## src/rtl/ofdm_qpsk_deinterleaver_if.sv

```systemverilog
// Symbol-in / bit-pair-out bus of the QPSK deinterleaver.
// The slave modport is the deinterleaver side; the master modport drives it.
interface ofdm_qpsk_deinterleaver_if;
    logic       frame_start;
    logic       sym_en;
    logic [1:0] sym;
    logic       dout_ready;
    logic       dout_valid;
    logic [1:0] dout;
    logic       dout_last;
    logic       overflow;

    modport master (
        output frame_start,
        output sym_en,
        output sym,
        output dout_ready,
        input  dout_valid,
        input  dout,
        input  dout_last,
        input  overflow
    );

    modport slave (
        input  frame_start,
        input  sym_en,
        input  sym,
        input  dout_ready,
        output dout_valid,
        output dout,
        output dout_last,
        output overflow
    );
endinterface

```

## src/rtl/ofdm_qpsk_deinterleaver.sv

```systemverilog
// Ping-pong block deinterleaver for 802.11a QPSK (N_BPSC=2): writes received bits at their
// permuted address, reads bit pairs back in coded order over a valid/ready handshake.
module ofdm_qpsk_deinterleaver #(
    parameter int unsigned NSC = 48
) (
    input logic                         clock,
    input logic                         reset,
    ofdm_qpsk_deinterleaver_if.slave    bus
);

    localparam int unsigned NCBPS = 2 * NSC;
    localparam int unsigned AW    = $clog2(NCBPS);
    localparam int unsigned CW    = $clog2(NSC);
    localparam logic [CW-1:0] LastCnt = CW'(NSC - 1);

    // Received bit j lands at coded position k; division is by a constant.
    function automatic logic [AW-1:0] perm_addr(input logic [AW-1:0] j);
        int unsigned jj;
        int unsigned k;
        jj = {{(32 - AW){1'b0}}, j};
        k  = 16 * jj - (NCBPS - 1) * ((16 * jj) / NCBPS);
        return AW'(k);
    endfunction

    logic [NCBPS-1:0] bank_q [2];

    logic          wr_bank_q, wr_bank_d;
    logic          rd_bank_q, rd_bank_d;
    logic [CW-1:0] wr_cnt_q, wr_cnt_d;
    logic [CW-1:0] rd_cnt_q, rd_cnt_d;
    logic [1:0]    full_q, full_d;
    logic          overflow_q, overflow_d;

    logic          wr_bank_b;
    logic          rd_bank_b;
    logic [CW-1:0] wr_cnt_b;
    logic [CW-1:0] rd_cnt_b;
    logic [1:0]    full_b;
    logic          wr_fire;
    logic          rd_fire;
    logic          drop;
    logic          dout_valid;
    logic [AW-1:0] wr_addr0, wr_addr1;
    logic [AW-1:0] rd_addr0, rd_addr1;

    // frame_start replaces the current pointers before the same-cycle write is applied.
    always_comb begin
        wr_bank_b = bus.frame_start ? 1'b0 : wr_bank_q;
        rd_bank_b = bus.frame_start ? 1'b0 : rd_bank_q;
        wr_cnt_b  = bus.frame_start ? '0 : wr_cnt_q;
        rd_cnt_b  = bus.frame_start ? '0 : rd_cnt_q;
        full_b    = bus.frame_start ? 2'b00 : full_q;
    end

    assign dout_valid = full_q[rd_bank_q];
    assign wr_fire    = bus.sym_en & ~full_b[wr_bank_b];
    assign drop       = bus.sym_en & full_b[wr_bank_b];
    assign rd_fire    = dout_valid & bus.dout_ready & ~bus.frame_start;

    assign wr_addr0 = perm_addr({wr_cnt_b, 1'b0});
    assign wr_addr1 = perm_addr({wr_cnt_b, 1'b1});
    assign rd_addr0 = {rd_cnt_q, 1'b0};
    assign rd_addr1 = {rd_cnt_q, 1'b1};

    always_comb begin
        wr_bank_d  = wr_bank_b;
        wr_cnt_d   = wr_cnt_b;
        rd_bank_d  = rd_bank_b;
        rd_cnt_d   = rd_cnt_b;
        full_d     = full_b;
        overflow_d = overflow_q | drop;

        if (wr_fire) begin
            if (wr_cnt_b == LastCnt) begin
                full_d[wr_bank_b] = 1'b1;
                wr_bank_d         = ~wr_bank_b;
                wr_cnt_d          = '0;
            end else begin
                wr_cnt_d = wr_cnt_b + CW'(1);
            end
        end

        // A full read bank and a non-full write bank are never the same bank.
        if (rd_fire) begin
            if (rd_cnt_q == LastCnt) begin
                full_d[rd_bank_q] = 1'b0;
                rd_bank_d         = ~rd_bank_q;
                rd_cnt_d          = '0;
            end else begin
                rd_cnt_d = rd_cnt_q + CW'(1);
            end
        end
    end

    always_ff @(posedge clock) begin
        if (!reset) begin
            wr_bank_q  <= 1'b0;
            rd_bank_q  <= 1'b0;
            wr_cnt_q   <= '0;
            rd_cnt_q   <= '0;
            full_q     <= 2'b00;
            overflow_q <= 1'b0;
        end else begin
            wr_bank_q  <= wr_bank_d;
            rd_bank_q  <= rd_bank_d;
            wr_cnt_q   <= wr_cnt_d;
            rd_cnt_q   <= rd_cnt_d;
            full_q     <= full_d;
            overflow_q <= overflow_d;
        end
    end

    // Bank storage carries no reset; the full flags gate every read.
    always_ff @(posedge clock) begin
        if (reset && wr_fire) begin
            bank_q[wr_bank_b][wr_addr0] <= bus.sym[1];
            bank_q[wr_bank_b][wr_addr1] <= bus.sym[0];
        end
    end

    assign bus.dout_valid = dout_valid;
    assign bus.dout       = dout_valid ? {bank_q[rd_bank_q][rd_addr0], bank_q[rd_bank_q][rd_addr1]}
                                       : 2'b00;
    assign bus.dout_last  = dout_valid & (rd_cnt_q == LastCnt);
    assign bus.overflow   = overflow_q;

endmodule
```

## src/flat_wrapper.sv

```systemverilog
// flat-port wrapper written by rule: the top's interface ports become plain ports
module ofdm_qpsk_deinterleaver_flat 
#(
    parameter int unsigned NSC = 48
)
  (clock, reset, bus_frame_start, bus_sym_en, bus_sym, bus_dout_ready, bus_dout_valid, bus_dout, bus_dout_last, bus_overflow);
  ofdm_qpsk_deinterleaver_if bus_i ();
  input logic clock;
  input logic reset;
  input wire logic [$bits(bus_i.frame_start)-1:0] bus_frame_start;
  input wire logic [$bits(bus_i.sym_en)-1:0] bus_sym_en;
  input wire logic [$bits(bus_i.sym)-1:0] bus_sym;
  input wire logic [$bits(bus_i.dout_ready)-1:0] bus_dout_ready;
  output wire logic [$bits(bus_i.dout_valid)-1:0] bus_dout_valid;
  output wire logic [$bits(bus_i.dout)-1:0] bus_dout;
  output wire logic [$bits(bus_i.dout_last)-1:0] bus_dout_last;
  output wire logic [$bits(bus_i.overflow)-1:0] bus_overflow;
  assign bus_i.frame_start = bus_frame_start;
  assign bus_i.sym_en = bus_sym_en;
  assign bus_i.sym = bus_sym;
  assign bus_i.dout_ready = bus_dout_ready;
  assign bus_dout_valid = bus_i.dout_valid;
  assign bus_dout = bus_i.dout;
  assign bus_dout_last = bus_i.dout_last;
  assign bus_overflow = bus_i.overflow;
  ofdm_qpsk_deinterleaver #(.NSC(NSC)) u_core (.clock(clock), .reset(reset), .bus(bus_i));
endmodule
```

## config.mk

```make
export PLATFORM = sky130hd
export DESIGN_NAME = ofdm_qpsk_deinterleaver_flat
export DESIGN_NICKNAME = d
export VERILOG_FILES = /design/src/rtl/ofdm_qpsk_deinterleaver_if.sv /design/src/rtl/ofdm_qpsk_deinterleaver.sv /design/src/flat_wrapper.sv
export SDC_FILE = /design/constraint.sdc
export NUM_CORES = 1
export LEC_CHECK = 0
export ABC_AREA = 1
export CAP_MARGIN = 40
export CORE_ASPECT_RATIO = 2
export CORE_MARGIN = 2
export CORE_UTILIZATION = 58
export CTS_CLUSTER_SIZE = 20
export DETAILED_ROUTE_END_ITERATION = 8
export GPL_TIMING_DRIVEN = 1
export PLACE_DENSITY = 0.77
export SLEW_MARGIN = 0
export SYNTH_ARGS = -nofsm -noshare
export SYNTH_HDL_FRONTEND = slang
export SYNTH_SLANG_ARGS = --single-unit
```

## constraint.sdc

```tcl
create_clock -name clock -period 8.5 [get_ports clock]
set_input_delay 1.7 -clock clock [delete_from_list [all_inputs] [get_ports clock]]
set_output_delay 1.7 -clock clock [all_outputs]
set_load 0.02 [all_outputs]
```

==> results.py <==
metrics = {
    "global_route": {
        "first_global_vias": 13190,
        "grt_max_degree": 74,
        "antenna_violations_before_repair": 0,
        "groute.usage.overall": 0.3327,
        "grt_first_pass_wirelength_um": 67540,
        "globalRouteOverflowTotal": 0,
    },
    "worst_setup_path": {
        "cp-endpoint": "u_core.bank_q[0][66]",
        "reg2regPathDepth": 45,
        "cp_common_cell": "nand2_1",
        "regToRegStartpoint": "u_core.wr_cnt_q[5]",
        "rr_endpoint": "u_core.bank_q[1][50]",
        "cp_slowest_stage_delay_ps": 460,
        "worst-endpoint-required_ps": 8710,
        "timing_worst_setup_path_type": "primary input to register",
        "r2r_slack_ps": 1460,
        "crit_path_end_kind": "register",
        "type_of_origin_of_the_critical_path": "primary input",
        "critPathLaunch": "bus_frame_start",
        "worst_ep_arrival_time_ps": 8030,
        "crit_slowest_cell": "fa_1",
        "crit_path_max_fanout": 8,
    },
    "placement": {
        "dp_worst_setup_slack_ps": -250.4,
        "globalplace.congestion": 0.8772,
        "dp_hpwl_um": 26700,
        "place.port_buffers": 11,
    },
    "final_layout": {
        "area_growth_pct": 10.26,
        "multi_input_comb_area_mm2": 0.007208,
        "final_nets": 1678,
        "regArea_mm2": 0.006127,
        "diodes": 0,
        "filler_instances": 1925,
        "fraction_of_layout_instances_using_a_drive_strength_above_1": 0.1763,
    },
    "logic_synthesis": {
        "yosysSeqAreaShare": 0.4319,
        "number_of_instances_in_the_synthesized_netlist": 1627,
        "area_contributors_post_synth": "edfxtp_1 (41%), a21oi_1 (7.6%), nand2_1 (5.5%), o21ai_0 (4.8%), nand4_1 (4.7%)",
        "yosys.area_share.xor_xnor": 0.01050,
        "synth_largest_type_area_fraction": 0.4065,
        "synth-compound-area-share": 0.1928,
        "post_synth_mux_area_share": 0,
        "post_synth_fa_ha_maj_area_fraction": 0.06157,
        "total_of_flip_flops_plus_latches_after_synthesis": 210,
        "synth.cells.most_frequent": "a21oi_1 (214), nand2_1 (208), edfxtp_1 (192)",
        "ys.flop_type": "edfxtp_1",
        "async_flop_share": 0,
        "ys.warnings.count": 0,
        "synthMostInstantiatedCell": "a21oi_1",
        "largest_family_of_logic_cells_by_synthesized_area": "simple AND/OR/NAND/NOR gates",
        "netlist.top_cell.by_area": "edfxtp_1",
        "synth.distinct_cells": 49,
        "syn-num-nets": 1696,
        "post_synth_edffs": 192,
        "syn_avg_cell_area_um2": 8.718,
        "synth_simple_gate_area_share": 0.2300,
        "syn_area_mm2": 0.01418,
    },
    "timing": {
        "setup-violations-final": 0,
        "post-route-period-util": 0.9199,
        "hold_ws_ps": 468.6,
        "slew_viol_final": 0,
        "totalNegativeSetupSlack_ps": 0,
        "maxClockFrequency_mhz": 127.9,
        "clock-skew-final_ps": 20.40,
        "setup_ws_ps": 681.1,
        "timing.max_slew.rel_slack": 0.3627,
        "rsz0062_at_grt": "false",
        "final-hold-violation-count": 0,
        "period_needed_ps": 7819,
        "tightestPinTransition_ps": 954.9,
    },
    "floorplanning": {
        "die_w_um": 114.6,
        "dieHeight_um": 225.2,
        "die_area_mm2": 0.02580,
        "rows": 81,
        "boundaryPins": 12,
        "floorplan.initialDensity": 0.5856,
        "placeableCoreArea_mm2": 0.02422,
    },
    "clock_tree": {
        "h-tree-depth": 1,
        "tritoncts": "done",
        "tritoncts_num_sinks": 210,
        "cts.clk_slew.worst_paths_ps": 70,
        "worst_skew_pair.late_latency_ps": 520,
        "cts_buffers": 20,
        "max-clock-path-buffers": 3,
        "clockRootBuffer": "clkbuf_16",
        "holdBufCountCts": 0,
    },
    "detailed_routing": {
        "drt_first_pass_iters": 6,
        "post-route-drc-count": 0,
        "detail_route.wl_per_cell_um": 22.92,
        "drt-vias-per-instance": 6.897,
        "detailroute.via_count": 13190,
        "detail-route-antenna-nets": 0,
        "routed_wl_um": 43820,
        "detail_route.iter0.violations": 1831,
    },
    "power_and_ir_drop": {
        "powerDensity_mw_per_mm2": 143.1,
        "static-leakage-power_nw": 5.529,
        "totalPowerFinal_mw": 2.238,
        "vdd.ir_drop.worst_mv": 0.1802,
    },
    "min_path": {
        "hold_path_class": "register to register",
    },
    "run_status": {
        "status": "finished clean",
    },
    "job": {
        "max_cap_viol_count": 0,
    },
}
==> critical path: cells and delay by family <==
kind	cells	cell delay, ps
adder cells (fa/ha/maj)	6	2090
XOR/XNOR	2	400
AND/OR/NAND/NOR	16	1870
buffers and inverters	9	920
AO/OA/AOI/OAI	6	1030
==> layout make-up <==
class / count / share of cell area
flip-flops and latches: 210 / 0.3918
multi-input cells: 1187 / 0.4609
clock inverters: 11 / 0.004320
well taps: 290 / 0.02320
clock buffers: 24 / 0.03296
repair buffers: 98 / 0.06417
inverters: 92 / 0.02264
==> kinds of logic (layout without fill, tap and decap cells) <==
family | Yosys count | count (layout)
buffers and inverters | 230 | 225
XOR/XNOR | 17 | 17
AND/OR/NAND/NOR | 609 | 609
AO/OA/AOI/OAI | 499 | 499
flip-flops | 210 | 210
adder cells (fa/ha/maj) | 62 | 62
==> metrics by stage <==
stage	utilization	instance area, µm²	cells
2_1_floorplan	-	14180	1627
3_3_place_gp	0.6015	14570	1859
3_5_place_dp	0.6070	14700	1866
4_1_cts	0.6310	15280	1901
5_1_grt	0.6456	15640	1912
6_report	0.6456	15640	1912
==> cells in the final DEF (no fill, tap or decap), types with 34 or more instances in the layout <==
master and n:
a21oi_1 193, edfxtp_1 192, nand2_1 186, inv_1 76, nor2_1 142, ha_1 48
o21ai_1 73, nand3_1 36, buf_4 66, nand4_1 106, nand3_2 65, nand2_2 34
o221ai_1 40, o21ai_0 135
==> worst min-delay path by stage <==
| stage | startpoint | to | slack, ps | cells past startpoint |
|---|---|---|---|---|
| 2_1_floorplan | u_core.full_q[0] | u_core.full_q[0] | 460 | 2 |
| 3_3_place_gp | u_core.bus.overflow | u_core.bus.overflow | 450 | 2 |
| 3_5_place_dp | u_core.bus.overflow | u_core.bus.overflow | 460 | 2 |
| 4_1_cts | u_core.bus.overflow | u_core.bus.overflow | 470 | 2 |
| 5_1_grt | u_core.bus.overflow | u_core.bus.overflow | 500 | 2 |
| 6_report | u_core.bus.overflow | u_core.bus.overflow | 470 | 2 |
==> registers in the layout, indices dropped and copies added (netlist names), named ones only <==
name	flops
u_core.bank_q	192
u_core.rd_cnt_q	6
u_core.wr_cnt_q	6
u_core.full_q	2
u_core.bus.overflow	1
u_core.rd_bank_q	1
u_core.wr_bank_q	1
==> layer usage <==
metal,wire length (µm),track usage,vias up
li1,-,-,5841
met1,14890,0.4021,6163
met2,20880,0.5568,959
met3,5373,0.05110,225
met4,2673,0.1935,0
met5,0,0,-
==> power by group <==
group / switching [mW] / internal (mW)
Clock: 0.397 / 0.435
Sequential: 0.000773 / 1.13
Combinational: 0.182 / 0.0958
Total: 0.580 / 1.66
==> timing repair <==
item | in CTS | in global routing
setup endpoints to repair | 0 | 368
gates resized for setup | 0 | 55
setup buffers | 0 | 10
(Power assumes the default switching activity.)
